### config.mk
export PLATFORM = sky130hd
export DESIGN_NAME = pulse_sync_scheduler
export DESIGN_NICKNAME = d
export VERILOG_FILES = /design/src/rtl/pulse_sync_scheduler.sv
export SDC_FILE = /design/constraint.sdc
export NUM_CORES = 1
export LEC_CHECK = 0
export CAP_MARGIN = 40
export CELL_PAD_IN_SITES_DETAIL_PLACEMENT = 0
export CELL_PAD_IN_SITES_GLOBAL_PLACEMENT = 1
export CORE_ASPECT_RATIO = 2
export CORE_MARGIN = 2
export CORE_UTILIZATION = 36
export CTS_CLUSTER_DIAMETER = 30
export DETAILED_ROUTE_END_ITERATION = 8
export GPL_TIMING_DRIVEN = 0
export HOLD_SLACK_MARGIN = 0.03
export PLACE_DENSITY_LB_ADDON = 0.12
export RECOVER_POWER = 100
export SKIP_CTS_REPAIR_TIMING = 1
export SLEW_MARGIN = 20
export SYNTH_ARGS = -nofsm -noshare
export SYNTH_HDL_FRONTEND = slang
export SYNTH_SLANG_ARGS = --single-unit
export TNS_END_PERCENT = 10
### constraint.sdc
create_clock -name BUS_CLK -period 2.4 [get_ports BUS_CLK]
set_input_delay 0.48 -clock BUS_CLK [delete_from_list [all_inputs] [get_ports BUS_CLK]]
set_output_delay 0.48 -clock BUS_CLK [all_outputs]
set_load 0.01 [all_outputs]
### src/rtl/pulse_sync_scheduler.sv
// Purpose : round-robin sharing of one stretched-pulse CDC channel between N
//           BUS_CLK requesters; latches request pulses and issues them one at a time.
// Latency : REQ -> PENDING 1 cycle, PENDING -> PULSE_OUT/ACK 1 cycle when idle;
//           successive issues exactly HOLDOFF cycles apart under backlog.
// Backpressure: no stall to requesters; a request hitting an already-pending
//           slot is merged and flagged in the sticky DROP bit.
//
// Ports:
//   BUS_CLK, BUS_RST   clock and synchronous active-high reset
//   REQ[N]             request pulses (each high cycle is one request)
//   DROP_CLR[N]        per-bit clear of DROP
//   PULSE_OUT          one-cycle issue into the CDC channel
//   SEL_OUT[IDXW]      index of the most recent grant, held between grants
//   ACK[N]             one-hot grant strobe, coincident with PULSE_OUT
//   PENDING[N]         latched but not yet granted requests
//   DROP[N]            sticky merged-request flags
//   BUSY               channel hold-off in progress
module pulse_sync_scheduler #(
    parameter int N       = 4,
    parameter int HOLDOFF = 32,
    parameter int IDXW    = (N > 1) ? $clog2(N) : 1
) (
    input  logic            BUS_CLK,
    input  logic            BUS_RST,
    input  logic [N-1:0]    REQ,
    input  logic [N-1:0]    DROP_CLR,
    output logic            PULSE_OUT,
    output logic [IDXW-1:0] SEL_OUT,
    output logic [N-1:0]    ACK,
    output logic [N-1:0]    PENDING,
    output logic [N-1:0]    DROP,
    output logic            BUSY
);

    localparam int CNTW = (HOLDOFF > 2) ? $clog2(HOLDOFF) : 1;

    typedef enum logic [0:0] {
        IDLE = 1'b0,
        HOLD = 1'b1
    } state_t;

    state_t          r_state;
    logic [CNTW-1:0] r_cnt;
    logic [IDXW-1:0] r_ptr;
    logic            r_pulse;
    logic [IDXW-1:0] r_sel;
    logic [N-1:0]    r_ack;
    logic [N-1:0]    r_pending;
    logic [N-1:0]    r_drop;
    logic            r_busy;

    logic            w_hi_vld;
    logic [IDXW-1:0] w_hi_idx;
    logic [IDXW-1:0] w_lo_idx;
    logic [IDXW-1:0] w_gidx;
    logic [IDXW-1:0] w_ptr_nxt;
    logic            w_gnt_en;
    logic [N-1:0]    w_gnt_oh;

    // Round-robin pick: lowest pending index at or above the pointer, else the
    // lowest pending index overall (wrap-around). Descending scan so the last
    // hit is the lowest index.
    always_comb begin
        w_hi_vld = 1'b0;
        w_hi_idx = '0;
        w_lo_idx = '0;
        for (int i = N - 1; i >= 0; i--) begin
            if (r_pending[i]) begin
                w_lo_idx = IDXW'(i);
                if (IDXW'(i) >= r_ptr) begin
                    w_hi_vld = 1'b1;
                    w_hi_idx = IDXW'(i);
                end
            end
        end
    end

    assign w_gidx    = w_hi_vld ? w_hi_idx : w_lo_idx;
    assign w_ptr_nxt = (w_gidx == IDXW'(N - 1)) ? '0 : w_gidx + IDXW'(1);

    // A grant may be issued from IDLE, or on the last hold-off cycle so that
    // back-to-back issues land exactly HOLDOFF cycles apart.
    assign w_gnt_en = (|r_pending) &&
                      ((r_state == IDLE) || (r_cnt == '0));

    always_comb begin
        w_gnt_oh = '0;
        for (int i = 0; i < N; i++) begin
            w_gnt_oh[i] = w_gnt_en && (w_gidx == IDXW'(i));
        end
    end

    always_ff @(posedge BUS_CLK) begin
        if (BUS_RST) begin
            r_state   <= IDLE;
            r_cnt     <= '0;
            r_ptr     <= '0;
            r_pulse   <= 1'b0;
            r_sel     <= '0;
            r_ack     <= '0;
            r_pending <= '0;
            r_drop    <= '0;
            r_busy    <= 1'b0;
        end else begin
            // A new request in the grant cycle re-arms the slot (set wins) and
            // is not a merge, since the old request is leaving.
            r_pending <= (r_pending & ~w_gnt_oh) | REQ;
            r_drop    <= (r_drop & ~DROP_CLR) | (REQ & r_pending & ~w_gnt_oh);
            r_pulse   <= w_gnt_en;
            r_ack     <= w_gnt_oh;

            if (w_gnt_en) begin
                r_state <= HOLD;
                r_busy  <= 1'b1;
                r_cnt   <= CNTW'(HOLDOFF - 1);
                r_sel   <= w_gidx;
                r_ptr   <= w_ptr_nxt;
            end else begin
                case (r_state)
                    HOLD: begin
                        if (r_cnt == '0) begin
                            r_state <= IDLE;
                            r_busy  <= 1'b0;
                        end else begin
                            r_cnt <= r_cnt - CNTW'(1);
                        end
                    end
                    default: begin
                        r_busy <= 1'b0;
                    end
                endcase
            end
        end
    end

    assign PULSE_OUT = r_pulse;
    assign SEL_OUT   = r_sel;
    assign ACK       = r_ack;
    assign PENDING   = r_pending;
    assign DROP      = r_drop;
    assign BUSY      = r_busy;

endmodule

# Word-level counts from Yosys, hierarchy flattened

Index checks and enable logic that the tools add are counted.

Bits in registers: 24
Output and inout bits: 16

Add/subtract/negate cells: 2
$lt $le $gt $ge: 4
Muxes and demuxes: 31
Equality and inequality tests: 5
Reductions and logical operators: 11
Bitwise logic cells: 9

Operator list:

| operator                                                                           | count |
|---|---|
| 2-bit 2-to-1 mux                                                                   | 14 |
| 4-bit bitwise AND                                                                  | 4 |
| 5-bit 2-to-1 mux                                                                   | 3 |
| 1-bit 2-to-1 mux                                                                   | 14 |
| 4-bit NOT                                                                          | 2 |
| 4-bit bitwise OR                                                                   | 2 |
| 1-bit logical AND                                                                  | 5 |
| 5-bit zero test                                                                    | 1 |
| 5-bit by 1-bit subtractor with 5-bit output, second input constant                 | 1 |
| 2-bit equality test, second input constant                                         | 2 |
| 1-bit by 2-bit greater-or-equal comparator with 1-bit output, first input constant | 2 |
| 2-bit greater-or-equal comparator, first input constant                            | 2 |
| 4-bit OR reduction                                                                 | 1 |
| 3-bit by 1-bit != test with 1-bit output, second input constant                    | 1 |
| 2-bit by 1-bit adder with 2-bit output, second input constant                      | 1 |
| 2-bit by 1-bit equality test with 1-bit output, second input constant              | 1 |
| 2-bit zero test                                                                    | 1 |
| 2-bit != test, second input constant                                               | 1 |
| 2-bit AND reduction                                                                | 1 |
| 2-bit nonzero test                                                                 | 1 |
| 1-bit logical OR                                                                   | 1 |
| 1-bit NOT                                                                          | 1 |

# Logic depth before layout (Yosys ltp)

Depth in word-level cells: 15
Mapped depth: 8

# Worst setup path after synthesis

Ideal clock, no wire load.

Path type: register to register
From: register r_pending[1], in the netlist PENDING[1]
To: register r_drop[3], in the netlist DROP[3]
Arrival time: 1720 ps
Cell stages (with the launch flop): 9
Library setup time: 88 ps
Path slack: 592 ps
Period minus slack after synthesis: 1808 ps
Cells stage by stage: dfxtp_1 -> nor2b_1 -> a21boi_0 -> o32ai_1 -> inv_1 -> ha_1 -> inv_1 -> o21ai_0 -> o31ai_1

Longest elaborated chain between the ends: 9
Elaborated cells between the ends (all ways): 16

Ends and longest elaborated chain:

| element                                              | line | source |
|---|---|---|
| start, declared                                      | 48   | `logic [N-1:0] r_pending;` |
| start signal, assigned                               | 107  | `r_pending <= (r_pending & ~w_gnt_oh) \| REQ;` |
| 2-bit 2-to-1 mux or 1-bit 2-to-1 mux (tied branches) | 68   | `if (r_pending[i]) begin` |
| 2-bit 2-to-1 mux or 1-bit 2-to-1 mux (tied branches) | 70   | `if (IDXW'(i) >= r_ptr) begin` |
| 2-bit 2-to-1 mux or 1-bit 2-to-1 mux (tied branches) | 68   |  |
| 2-bit 2-to-1 mux (*)                                 | 78   | `assign w_gidx = w_hi_vld ? w_hi_idx : w_lo_idx;` |
| via w_gidx[1]                                        | 55   | `logic [IDXW-1:0] w_gidx;` |
| 2-bit equality test (*)                              | 89   | `w_gnt_oh[i] = w_gnt_en && (w_gidx == IDXW'(i));` |
| 1-bit logical AND (*)                                | 89   |  |
| 4-bit NOT (*)                                        | 108  | `r_drop <= (r_drop & ~DROP_CLR) \| (REQ & r_pending & ~w_gnt_oh);` |
| 4-bit bitwise AND (*)                                | 108  |  |
| 4-bit bitwise OR (*)                                 | 108  |  |
| end signal, assigned                                 | 108  |  |
| end, declared                                        | 49   | `logic [N-1:0] r_drop;` |

The timed path passes the listed nets; every way through them passes the cells marked *.
A chain may end at the register's enable or synchronous reset.

# Worst setup path in the final report

From: register r_cnt[0]
To: register r_ptr[1]

Longest elaborated chain between the ends: 3

Ends and longest elaborated chain:

| element                | line | source |
|---|---|---|
| start, declared        | 43   | `logic [CNTW-1:0] r_cnt;` |
| start signal, assigned | 115  | `r_cnt <= CNTW'(HOLDOFF - 1);` |
| start signal, assigned | 125  | `r_cnt <= r_cnt - CNTW'(1);` |
| 5-bit zero test        | 84   | `((r_state == IDLE) \|\| (r_cnt == '0));` |
| 1-bit logical OR       | 84   |  |
| 1-bit logical AND      | 83   | `assign w_gnt_en = (\|r_pending) &&` |
| end signal, assigned   | 117  | `r_ptr <= w_ptr_nxt;` |
| end, declared          | 44   | `logic [IDXW-1:0] r_ptr;` |

Every way passes these cells.

==> results.yml <==
run_status:
  status: "completed"
detailed_routing:
  vias: 968
  drt_first_pass_iters: 4
  avgRoutedWirePerCell_um: 14.2
  drc: 0
  wl_um: 2560
  viasPerCell: 5.38
  drt_iter0_drc: 13
  antenna_left: 0
cells_and_area:
  fillers: 291
  instances_no_fill: 180
  post-route-util_pct: 47.5
  diodes: 0
  area_growth_pct: 24.3
  final_nets: 167
  final_area_um2: 1410
  drive_gt1_share_pct: 7.33
worst_hold_path:
  min_path_type: "reg2reg"
  min_to: "DROP[3]$_SDFF_PP0_"
  min_path_cells: 2
  worstHoldStart: "DROP[3]$_SDFF_PP0_"
worst_setup_path:
  timing.rr.end: "r_ptr[1]$_SDFFE_PP0P_"
  crit_path_end_kind: "flop"
  r2r_start: "r_cnt[0]$_SDFFE_PP0P_"
  slowest_stage: "or4b_1"
  critPathBufInv: 3
  critPathArrivalTime_ns: 2.30
  cpPeakStageDelay_ns: 0.49
  cp.required_ns: 2.53
  crit_chain: "inv_1, ha_1, or4b_1, and2_0, clkbuf_1, clkbuf_2, o21ai_0, a21oi_1"
  crit_family: "simple AND/OR/NAND/NOR gates"
  critical_path_class: "reg2reg"
  r2r_slack_ns: 0.23
  r2r_cells: 8
  critPathMaxFanout: 10
  critPathLaunchType: "flop"
sta:
  period_share_pct: 90.3
  worst-slew-pin-transition_ns: 0.565
  max-slew-margin-rel_pct: 62.3
  setup_viol: 0
  clock-skew-final_ns: 0.00182
  fmax_mhz: 461
  final.setup.tns_ns: 0
  hold_slack_ns: 0.453
  worst_slack_ns: 0.232
  rsz0062_at_grt: "no"
  finalCriticalPeriod_ns: 2.17
  final_hold_viol_count: 0
  maxSlewViolCount: 0
global_routing:
  grt_pass1_vias: 955
  grt_max_degree: 14
  gr-total-overflow: 0
  grt_pass1_wl_um: 4220
  antenna_found_initial: 0
  grt.total_usage_pct: 15.4
placement:
  placed_cells: 176
  hpwl_um: 2000
  place_area_um2: 1430
  post-place-ws_ns: 0.0490
  gp_congestion: 0.769
  port_buffers: 25
run:
  drv_cap: 0
synthesis:
  post-synth-top-area-cell: "dfxtp_1"
  yosysTopAreaCellShare_pct: 42.2
  synth-edff-count: 0
  seq_area_frac_synth_pct: 42.2
  synth_cells: 121
  synthesis.nets: 137
  ys_types: 34
  synth.most_common_cell: "dfxtp_1"
  synthTopCellsByCount: "dfxtp_1 (24), inv_1 (12), a21oi_1 (9), nor2_1 (9), nor3_1 (9)"
  ys_ff_latch: 24
  syn_area_per_cell_um2: 9.40
  syn_area_um2: 1140
  yosys_warnings: 0
  async_reset_ff_share_pct: 0
  ys.flop_type: "dfxtp_1"
  synthTopCellsByArea: "dfxtp_1 (42%), ha_1 (6.6%), a21oi_1 (4.0%), nor3_1 (4.0%), inv_1 (4.0%)"
power_and_ir_drop:
  powerDensity_nw_per_um2: 705
  fin_total_pwr_uw: 996
  p_leak_nw: 0.601
  ir_drop_mv: 0.405
floorplanning:
  die_area_um2: 3650
  initial_utilization_pct: 38.2
  die_w_um: 43.7
  core.rowCount: 28
  fp.dieH_um: 83.5
  core_um2: 2980
  io_pins: 26
cts:
  cts_tree: "yes"
  root_buffer: "clkbuf_8"
  cts_sinks: 24
  path_clk_slew_ns: 0.08
  cts_max_path_buffers: 2
  clkLatencyLatePin_ns: 0.27
  numCtsBuffers: 3
  h-tree-depth: 1
[flip-flops by register name (all words and copies together) (netlist names)]
name and flops:
r_ptr 2, r_state 1, BUSY 1, r_cnt 5, PENDING 4, PULSE_OUT 1, SEL_OUT 2, DROP 4
ACK 4
[worst max path at each step]
| stage | endpoint | cells past startpoint | slack (ns) | startpoint |
|---|---|---|---|---|
| after floorplan | DROP[3]$_SDFF_PP0_ | 8 | 0.59 | PENDING[1]$_SDFF_PP0_ |
| after global placement | DROP[3]$_SDFF_PP0_ | 6 | 0.08 | BUS_RST |
| after detailed placement | DROP[3]$_SDFF_PP0_ | 6 | 0.05 | BUS_RST |
| after CTS | DROP[3]$_SDFF_PP0_ | 8 | 0.22 | PENDING[1]$_SDFF_PP0_ |
| after global routing | r_ptr[1]$_SDFFE_PP0P_ | 8 | 0.02 | r_cnt[0]$_SDFFE_PP0P_ |
| final | r_ptr[1]$_SDFFE_PP0P_ | 8 | 0.23 | r_cnt[0]$_SDFFE_PP0P_ |
[placed cells by master, fill, tap and decap left out, types with 2 or more instances in the layout]
master and count:
dfxtp_1 24, dlygate4sd3_1 17, inv_1 12, nor3_1 10
nor2_1 9, a21oi_1 9, nand2_1 8, clkdlybuf4s50_1 8
ha_1 6, o31ai_1 5, o21ai_0 5, nor2b_1 4
clkbuf_1 4, nor4_1 4, clkbuf_8 4, a21o_1 2
nand2b_1 2
[tightest hold or removal path, cell delays in order, from the launching register on]
cell and delay, ns:
dfxtp_1 0.33, nand2_1 0.05, o31ai_1 0.05
[cell families (layout without fill, tap and decap cells)]
logic type | after synthesis | in the layout | synth area share (%)
and+or+nand+nor | 46 | 46 | 27.0
AOI/OAI and AO/OA | 28 | 28 | 16.5
DFF | 24 | 24 | 42.2
buffers and inverters | 17 | 46 | 7.70
adders and majority gates | 6 | 6 | 6.60
[cell type report]
cell class                      instances  area [um^2]  area share (%)
Timing Repair Buffer                   25          250            17.7
Tap cell                               30         37.5            2.65
Sequential cell                        24          480            34.0
Inverter                               12         45.0            3.19
Buffer                                  5         20.0            1.42
Clock buffer                            4         55.1            3.89
Multi-Input combinational cell         80          526            37.2
[routing by layer]
layer / routed length [um] / track usage [%] / vias up
li1: - / - / 481
met1: 952 / 15.1 / 462
met2: 1470 / 29.4 / 20
met3: 90 / 1.95 / 5
met4: 50 / 6.61 / 0
met5: 0 / 0 / -
[report_power, final]
| group | switching (mW) | internal (mW) |
|---|---|---|
| Combinational | 0.131 | 0.110 |
| Clock | 0.129 | 0.147 |
| Sequential | 0.0377 | 0.441 |
(Power assumes the default switching activity.)
